==> config.mk <==
export PLATFORM = sky130hd
export DESIGN_NAME = dmem_arbiter
export DESIGN_NICKNAME = d
export VERILOG_FILES = /design/src/rtl/dmem_pkg.sv /design/src/rtl/dmem_starve_counter.sv /design/src/rtl/dmem_arbiter.sv
export SDC_FILE = /design/constraint.sdc
export NUM_CORES = 1
export LEC_CHECK = 0
export CORE_UTILIZATION = 33
export DETAILED_ROUTE_END_ITERATION = 10
export MAX_ROUTING_LAYER = met4
export PLACE_DENSITY = 0.77
export SLEW_MARGIN = 20
export SYNTH_ARGS = -nofsm -noshare
export SYNTH_HDL_FRONTEND = slang
export SYNTH_SLANG_ARGS = --single-unit
==> constraint.sdc <==
create_clock -name clock -period 1.9 [get_ports clock]
set_clock_uncertainty 0.2 [all_clocks]
set_input_delay 0.38 -clock clock [delete_from_list [all_inputs] [get_ports clock]]
set_output_delay 0.38 -clock clock [all_outputs]
set_load 0.05 [all_outputs]
==> src/rtl/dmem_pkg.sv <==
// Shared constants, requester IDs and address checking for the data-memory arbiter.
package dmem_pkg;

  localparam int unsigned DMEM_DATA_W   = 32;
  localparam int unsigned DMEM_ADDR_W   = 32;
  localparam int unsigned DMEM_DEPTH    = 8192;
  localparam int unsigned DMEM_MAX_WAIT = 4;
  localparam int unsigned MEM_ADDR_W    = 32;
  localparam int unsigned CNT_W         = 4;

  // Owner of an in-flight read; routes the returning data.
  typedef enum logic [1:0] {
    REQ_NONE = 2'd0,
    REQ_CPU  = 2'd1,
    REQ_DMA  = 2'd2
  } req_id_e;

  // True when a word address falls inside the memory.
  function automatic logic addr_in_range(input logic [63:0] addr, input logic [63:0] depth);
    return (addr < depth);
  endfunction

endpackage

==> src/rtl/dmem_starve_counter.sv <==
// Counts consecutive cycles the DMA port loses arbitration and flags a forced grant.
module dmem_starve_counter
  import dmem_pkg::*;
#(
  parameter int unsigned MAX_WAIT = DMEM_MAX_WAIT
) (
  input  logic i_clock,
  input  logic i_reset,
  input  logic i_dma_req,
  input  logic i_dma_win,
  output logic o_force_dma_c
);

  logic [CNT_W-1:0] r_cnt;

  // Saturating loss counter, cleared on a DMA win or an idle DMA port.
  always_ff @(posedge i_clock) begin
    if (i_reset) begin
      r_cnt <= '0;
    end else if (!i_dma_req || i_dma_win) begin
      r_cnt <= '0;
    end else if (r_cnt != CNT_W'(MAX_WAIT)) begin
      r_cnt <= r_cnt + CNT_W'(1);
    end
  end

  assign o_force_dma_c = (r_cnt == CNT_W'(MAX_WAIT));

endmodule

==> src/rtl/dmem_arbiter.sv <==
// Two-port arbiter in front of a single-port data memory: CPU priority with DMA starvation guard.
module dmem_arbiter
  import dmem_pkg::*;
#(
  parameter int unsigned DATA_W   = DMEM_DATA_W,
  parameter int unsigned ADDR_W   = DMEM_ADDR_W,
  parameter int unsigned DEPTH    = DMEM_DEPTH,
  parameter int unsigned MAX_WAIT = DMEM_MAX_WAIT
) (
  input  logic                  clock,
  input  logic                  reset,
  input  logic                  cpu_req,
  input  logic                  cpu_we,
  input  logic [ADDR_W-1:0]     cpu_addr,
  input  logic [DATA_W-1:0]     cpu_wdata,
  output logic                  cpu_ack,
  output logic                  cpu_err,
  output logic                  cpu_rvalid,
  output logic [DATA_W-1:0]     cpu_rdata,
  input  logic                  dma_req,
  input  logic                  dma_we,
  input  logic [ADDR_W-1:0]     dma_addr,
  input  logic [DATA_W-1:0]     dma_wdata,
  output logic                  dma_ack,
  output logic                  dma_err,
  output logic                  dma_rvalid,
  output logic [DATA_W-1:0]     dma_rdata,
  output logic                  mem_read,
  output logic                  mem_write,
  output logic [MEM_ADDR_W-1:0] mem_addr,
  output logic [DATA_W-1:0]     mem_wdata,
  input  logic [DATA_W-1:0]     mem_rdata
);

  logic              w_force_dma;
  logic              w_dma_win;
  logic              w_cpu_win;
  logic              w_any_win;
  logic              w_sel_we;
  logic              w_sel_ok;
  logic [ADDR_W-1:0] w_sel_addr;
  logic [DATA_W-1:0] w_sel_wdata;
  req_id_e           r_ret_id;

  dmem_starve_counter #(
    .MAX_WAIT (MAX_WAIT)
  ) u_starve (
    .i_clock       (clock),
    .i_reset       (reset),
    .i_dma_req     (dma_req),
    .i_dma_win     (w_dma_win),
    .o_force_dma_c (w_force_dma)
  );

  assign w_dma_win = dma_req && (!cpu_req || w_force_dma);
  assign w_cpu_win = cpu_req && !w_dma_win;
  assign w_any_win = w_dma_win || w_cpu_win;

  // Select the winning requester's fields and range-check its address.
  always_comb begin
    w_sel_we    = 1'b0;
    w_sel_ok    = 1'b0;
    w_sel_addr  = '0;
    w_sel_wdata = '0;
    if (w_dma_win) begin
      w_sel_we    = dma_we;
      w_sel_ok    = addr_in_range(64'(dma_addr), 64'(DEPTH));
      w_sel_addr  = dma_addr;
      w_sel_wdata = dma_wdata;
    end else if (w_cpu_win) begin
      w_sel_we    = cpu_we;
      w_sel_ok    = addr_in_range(64'(cpu_addr), 64'(DEPTH));
      w_sel_addr  = cpu_addr;
      w_sel_wdata = cpu_wdata;
    end
  end

  // Issue registers: acks, error flags, memory strobes and the read owner.
  always_ff @(posedge clock) begin
    if (reset) begin
      cpu_ack   <= 1'b0;
      cpu_err   <= 1'b0;
      dma_ack   <= 1'b0;
      dma_err   <= 1'b0;
      mem_read  <= 1'b0;
      mem_write <= 1'b0;
      mem_addr  <= '0;
      mem_wdata <= '0;
      r_ret_id  <= REQ_NONE;
    end else begin
      cpu_ack   <= w_cpu_win;
      cpu_err   <= w_cpu_win && !w_sel_ok;
      dma_ack   <= w_dma_win;
      dma_err   <= w_dma_win && !w_sel_ok;
      mem_read  <= w_any_win && w_sel_ok && !w_sel_we;
      mem_write <= w_any_win && w_sel_ok && w_sel_we;
      mem_addr  <= MEM_ADDR_W'(w_sel_addr);
      mem_wdata <= w_sel_wdata;
      if (w_any_win && w_sel_ok && !w_sel_we) begin
        r_ret_id <= w_dma_win ? REQ_DMA : REQ_CPU;
      end else begin
        r_ret_id <= REQ_NONE;
      end
    end
  end

  // Return path: capture memory data one cycle after a read issue and pulse the owner.
  always_ff @(posedge clock) begin
    if (reset) begin
      cpu_rvalid <= 1'b0;
      cpu_rdata  <= '0;
      dma_rvalid <= 1'b0;
      dma_rdata  <= '0;
    end else begin
      cpu_rvalid <= (r_ret_id == REQ_CPU);
      dma_rvalid <= (r_ret_id == REQ_DMA);
      if (r_ret_id == REQ_CPU) begin
        cpu_rdata <= mem_rdata;
      end
      if (r_ret_id == REQ_DMA) begin
        dma_rdata <= mem_rdata;
      end
    end
  end

endmodule

Word-level counts from Yosys, hierarchy flattened
Index checks and enable logic that the tools add are counted.
W data, S select, Z words.
- input bits: 166
- output and inout bits: 136
- bits in registers: 142
- eq/ne operators: 4
- bitwise operators: 1
- reductions and logical operators: 17
- $lt $le $gt $ge: 2
- multiplexer cells: 9
- add/subtract/negate cells: 1
- operator list (cell ; number):
    $mux W32 ; 4
    $lt A32 B14 Y1 const B ; 2
    $logic_and A1 B1 Y1 ; 7
    $logic_not A1 Y1 ; 5
    $add A4 B1 Y4 const B ; 1
    $eq A4 B3 Y1 const B ; 1
    $mux W1 ; 4
    $ne A4 B3 Y1 const B ; 1
    $reduce_or A2 Y1 ; 2
    $logic_or A1 B1 Y1 ; 3
    $eq A2 B1 Y1 const B ; 1
    $eq A2 B2 Y1 const B ; 1
    $mux W2 ; 1
    $not A1 Y1 ; 1

Logic depth before layout (Yosys ltp)
- word-level depth: 11
- mapped depth: 8

Modules after synthesis
Synthesis repeated with hierarchy kept, for this count alone.
- cell total of the unflattened synthesis: 491
- area, all modules: 4739.5 sq um
- modules (own cells, without submodules) (module ; area an instance (sq um) ; cells an instance ; times used):
    dmem_arbiter ; 4525.6 ; 470 ; 1
    dmem_starve_counter ; 214.0 ; 21 ; 1

Worst setup path after synthesis
Ideal clock, no wire load.
- path type: register to register
- start: register u_starve.r_cnt[0]
- end: register mem_addr[0]
- arrival time: 1.489 ns
- setup time: 0.117 ns
- setup slack: 0.094 ns
- cell stages (with the launch flop): 9
- clock period less this slack: 1.806 ns
- path through: dfxtp_1 inv_1 ha_1 and3b_4 o21ai_2 nor2_2 buf_4 buf_2 a22o_1
- cells in the longest elaborated chain, start to end: 7
- ends and longest elaborated chain (item ; RTL line ; source):
    from (decl) ; dmem_starve_counter.sv:14 ; logic [CNT_W-1:0] r_cnt;
    from (signal assigned) ; dmem_starve_counter.sv:23 ; r_cnt <= r_cnt + CNT_W'(1);
    $eq A4 B3 Y1 * ; dmem_starve_counter.sv:27 ; assign o_force_dma_c = (r_cnt == CNT_W'(MAX_WAIT));
    $logic_or A1 B1 Y1 * ; dmem_arbiter.sv:55 ; assign w_dma_win = dma_req && (!cpu_req || w_force_dma);
    $logic_and A1 B1 Y1 * ; dmem_arbiter.sv:55 ;
    $logic_not A1 Y1 ; dmem_arbiter.sv:56 ; assign w_cpu_win = cpu_req && !w_dma_win;
    $logic_and A1 B1 Y1 ; dmem_arbiter.sv:56 ;
    $mux W32 ; dmem_arbiter.sv:70 ; end else if (w_cpu_win) begin
    $mux W32 * ; dmem_arbiter.sv:65 ; if (w_dma_win) begin
    to (signal assigned) ; dmem_arbiter.sv:97 ; mem_addr <= MEM_ADDR_W'(w_sel_addr);
    to (decl) ; dmem_arbiter.sv:30 ; output logic [MEM_ADDR_W-1:0] mem_addr,
Every way passes the cells marked *; elsewhere a longest branch is shown, timed or not.
A chain may end at the register's enable or synchronous reset.

Worst setup path in the final report
- start: register u_starve.r_cnt[1]
- end: register mem_addr[31]
The elaborated chain is that of the path after synthesis.

==> reports/results.tsv <==
metric	value	unit
NetSw	0.00187	W
Critical path buffers and inverters	3	
crit path from	u_starve.r_cnt[1]	
Critical Path RT	2.06	ns
largest net degree at the start of global routing	65	
DRC violations left	0	
Critical-path top delay cell	dfxtp_2	
worst skew pair latency	0.41	ns
FF+latch count, synth	142	
class of the worst hold path	input pin to flop	
layout cells sized above 1	27.4	%
# clock sinks	142	
Tcrit/Tclk final	101	%
top-area cell type share of the netlist area	59.7	%
Pleak	3.55	nW
Achievable Freq	523	MHz
htree depth	4	
Clk pwr share	44.6	%
die width	122	um
Final Hold Fails	0	
Synth cell types	33	
Routed Antenna Nets	0	
crit-path max FO	5	
switch share	24.6	%
cell family with most CP delay	buffers and inverters	
core area	0.0140	mm^2
cell area after placement	0.00775	mm^2
GRT Total Usage	22.1	%
CP peak stage delay	0.34	ns
Slew HR	74.5	%
Post-synth ARST share	0	%
FILL cells	1129	
Root Buffer Master	clkbuf_16	
Post-synth EDFFs	0	
cell accounting for the most synthesized area	dfxtp_1	
Worst-path clk slew	0.06	ns
Pwr per Cell Area	882	mW/mm^2
worst slew pin tran	0.382	ns
vias in the first global route	4837	
post-route cell area	0.00858	mm^2
RSZ-0062 raised after global routing	yes	
crit path to	mem_addr[31]	
HPWL after DPL	12.3	mm
GPL Wtd Cong	0.874	
combinational share of power	14.5	%
Critical Path, Cell by Cell	inv_2, ha_4, and3b_4, a21o_4, nor2_4, buf_6, clkbuf_16, a22o_1	
worst r2r src	u_starve.r_cnt[1]	
Synth area leaders	dfxtp_1, a22o_1, nand2_1	
minimum clock period after layout	1.91	ns
Bufs on Longest Clock Path	2	
HP Start	cpu_addr[28]	
Vias	4875	
router iterations before antenna repair	4	
reg-to-reg endpoint	mem_addr[31]	
synthesized area per cell	9.71	um^2
Startpoint Class	flop	
Peak supply drop	491	uV
Commonest cells post-synth	dfxtp_1, nand2_1, a21oi_1	
Via density	4.85	
worst path arrival time	2.07	ns
Synth Net Count	658	
Cell Area, Synth	0.00476	mm^2
Final TNS setup	-0.0496	ns
R2R setup slack	-0.01	ns
global route overflow	0	
Max Cap Viol	0	
number of DRC markers in iteration 0	270	
area grow syn2layout	80.4	%
DR WL/cell	16.9	um
CTS tree	yes	
Internal	0.00570	W
DIE HEIGHT	122	um
failing checks	setup timing	
Mapped Cells	490	
register share of total power	40.9	%
R2R depth	8	
first-pass GRT wire length	24.0	mm
most common cell in the netlist	dfxtp_1	
status	finished, violations left	
Total Routed Length	17.0	mm
setup ws final	-0.0135	ns
Boundary Pins	302	
sequential share of the synthesized area	59.7	%
critical path capture point type	flop	
Max Slew Vio Count	0	
layout net count	980	
top_reg_cell synth	dfxtp_1	
WP depth	8	
Site Rows	43	
die footprint	0.0149	mm^2
antenna violations before repair	1	
Setup CP Type	flop to flop	
Synth Warn #	0	
total CTS buffers	17	
Port Buffer Count	301	
Initial Utilization	34.0	%
final setup violation count	9	
cell families (layout without fill, tap and decap cells):
family	after synthesis	count (layout)	synth area share [%]
buffers and inverters	45	380	4.65
DFF	142	142	59.7
AOI/OAI and AO/OA	136	136	20.1
xor gates and xnor gates	2	2	0.368
and+or+nand+nor	163	163	14.6
adders and majority gates	2	2	0.526
other	0	1	0
registers in the layout, summed over array words and instances (netlist names):
register,cells
cpu_ack,1
cpu_err,1
cpu_rdata,32
cpu_rvalid,1
dma_ack,1
dma_err,1
dma_rdata,32
dma_rvalid,1
mem_addr,32
mem_read,1
mem_wdata,32
mem_write,1
r_ret_id,2
u_starve.r_cnt,4
worst min-delay path by stage:
stage / cells after the start / to / slack [ns]
floorplan: 1 / u_starve.r_cnt[0] / 0.23
global placement: 2 / cpu_rdata[23] / 0.24
detailed placement: 2 / dma_rdata[9] / 0.25
CTS: 2 / dma_rvalid / 0.11
global route: 2 / mem_addr[28] / 0.11
finish: 2 / mem_addr[28] / 0.13
power by group through the flow:
stage | sequential [W] | clock (W) | combinational, W
2_1_floorplan | 0.00346 | 0 | 0.000159
3_3_place_gp | 0.00316 | 0 | 0.00104
4_1_cts | 0.00309 | 0.00345 | 0.00106
5_1_grt | 0.00310 | 0.00358 | 0.00114
3_5_place_dp | 0.00316 | 0 | 0.00105
6_report | 0.00309 | 0.00337 | 0.00110
stage by stage:
step	util, %	hold slack (ns)	power, W	setup slack [ns]	std cells
after floorplan	-	0.230	0.00362	0.0940	490
after CTS	59.8	0.111	0.00760	0.00509	995
after global routing	61.4	0.110	0.00783	-0.0639	1006
final	61.4	0.129	0.00757	-0.0135	1006
after global placement	55.4	0.243	0.00420	-0.511	963
after detailed placement	55.4	0.248	0.00421	-0.489	963
routing by layer:
| metal | track usage [%] | routed length (um) | vias up |
|---|---|---|---|
| li1 | - | - | 2331 |
| met2 | 37.1 | 8690 | 225 |
| met3 | 5.66 | 1030 | 33 |
| met1 | 23.8 | 6840 | 2286 |
| met4 | 11.8 | 472 | 0 |
| met5 | - | 0 | - |
worst reg2reg max path, stage by stage, from the launching register on:
cell and delay (ns):
dfxtp_2 0.34, inv_2 0.05, ha_4 0.15, and3b_4 0.19, a21o_4 0.23, nor2_4 0.21, buf_6 0.19, clkbuf_16 0.16
a22o_1 0.14
cell type report:
type	instances	area, um^2	share of cell area (%)
timing repair buffer	341	3110	36.3
sequential	142	2850	33.2
multi-input combinational	303	1760	20.5
clock buffer	18	439	5.12
tap	180	225	2.62
clock inverter	14	168	1.95
inverter	7	26.3	0.306
antenna	1	2.50	0.0292
cell usage in the layout, fill, tap and decap left out, types with 3 or more instances in the layout:
cell and n:
buf_4 163, clkdlybuf4s50_1 161, dfxtp_1 140, nand2_1 130, a21oi_1 65, a22o_1 64
clkbuf_16 20, nor2_1 8, nor4_1 6, clkinvlp_4 6, inv_1 5, buf_12 5
buf_6 4, bufinv_16 3, clkinv_2 3, dlymetal6s2s_1 3
what timing repair did:
item | CTS | global route
hold buffers | 0 | 0
gates resized for setup | 1 | 17
gates cloned | 0 | 6
setup buffers | 0 | 4
endpoints found under the setup margin | 2 | 8
pin swaps | 1 | 19
No activity file was read; power rests on OpenSTA's default activity.
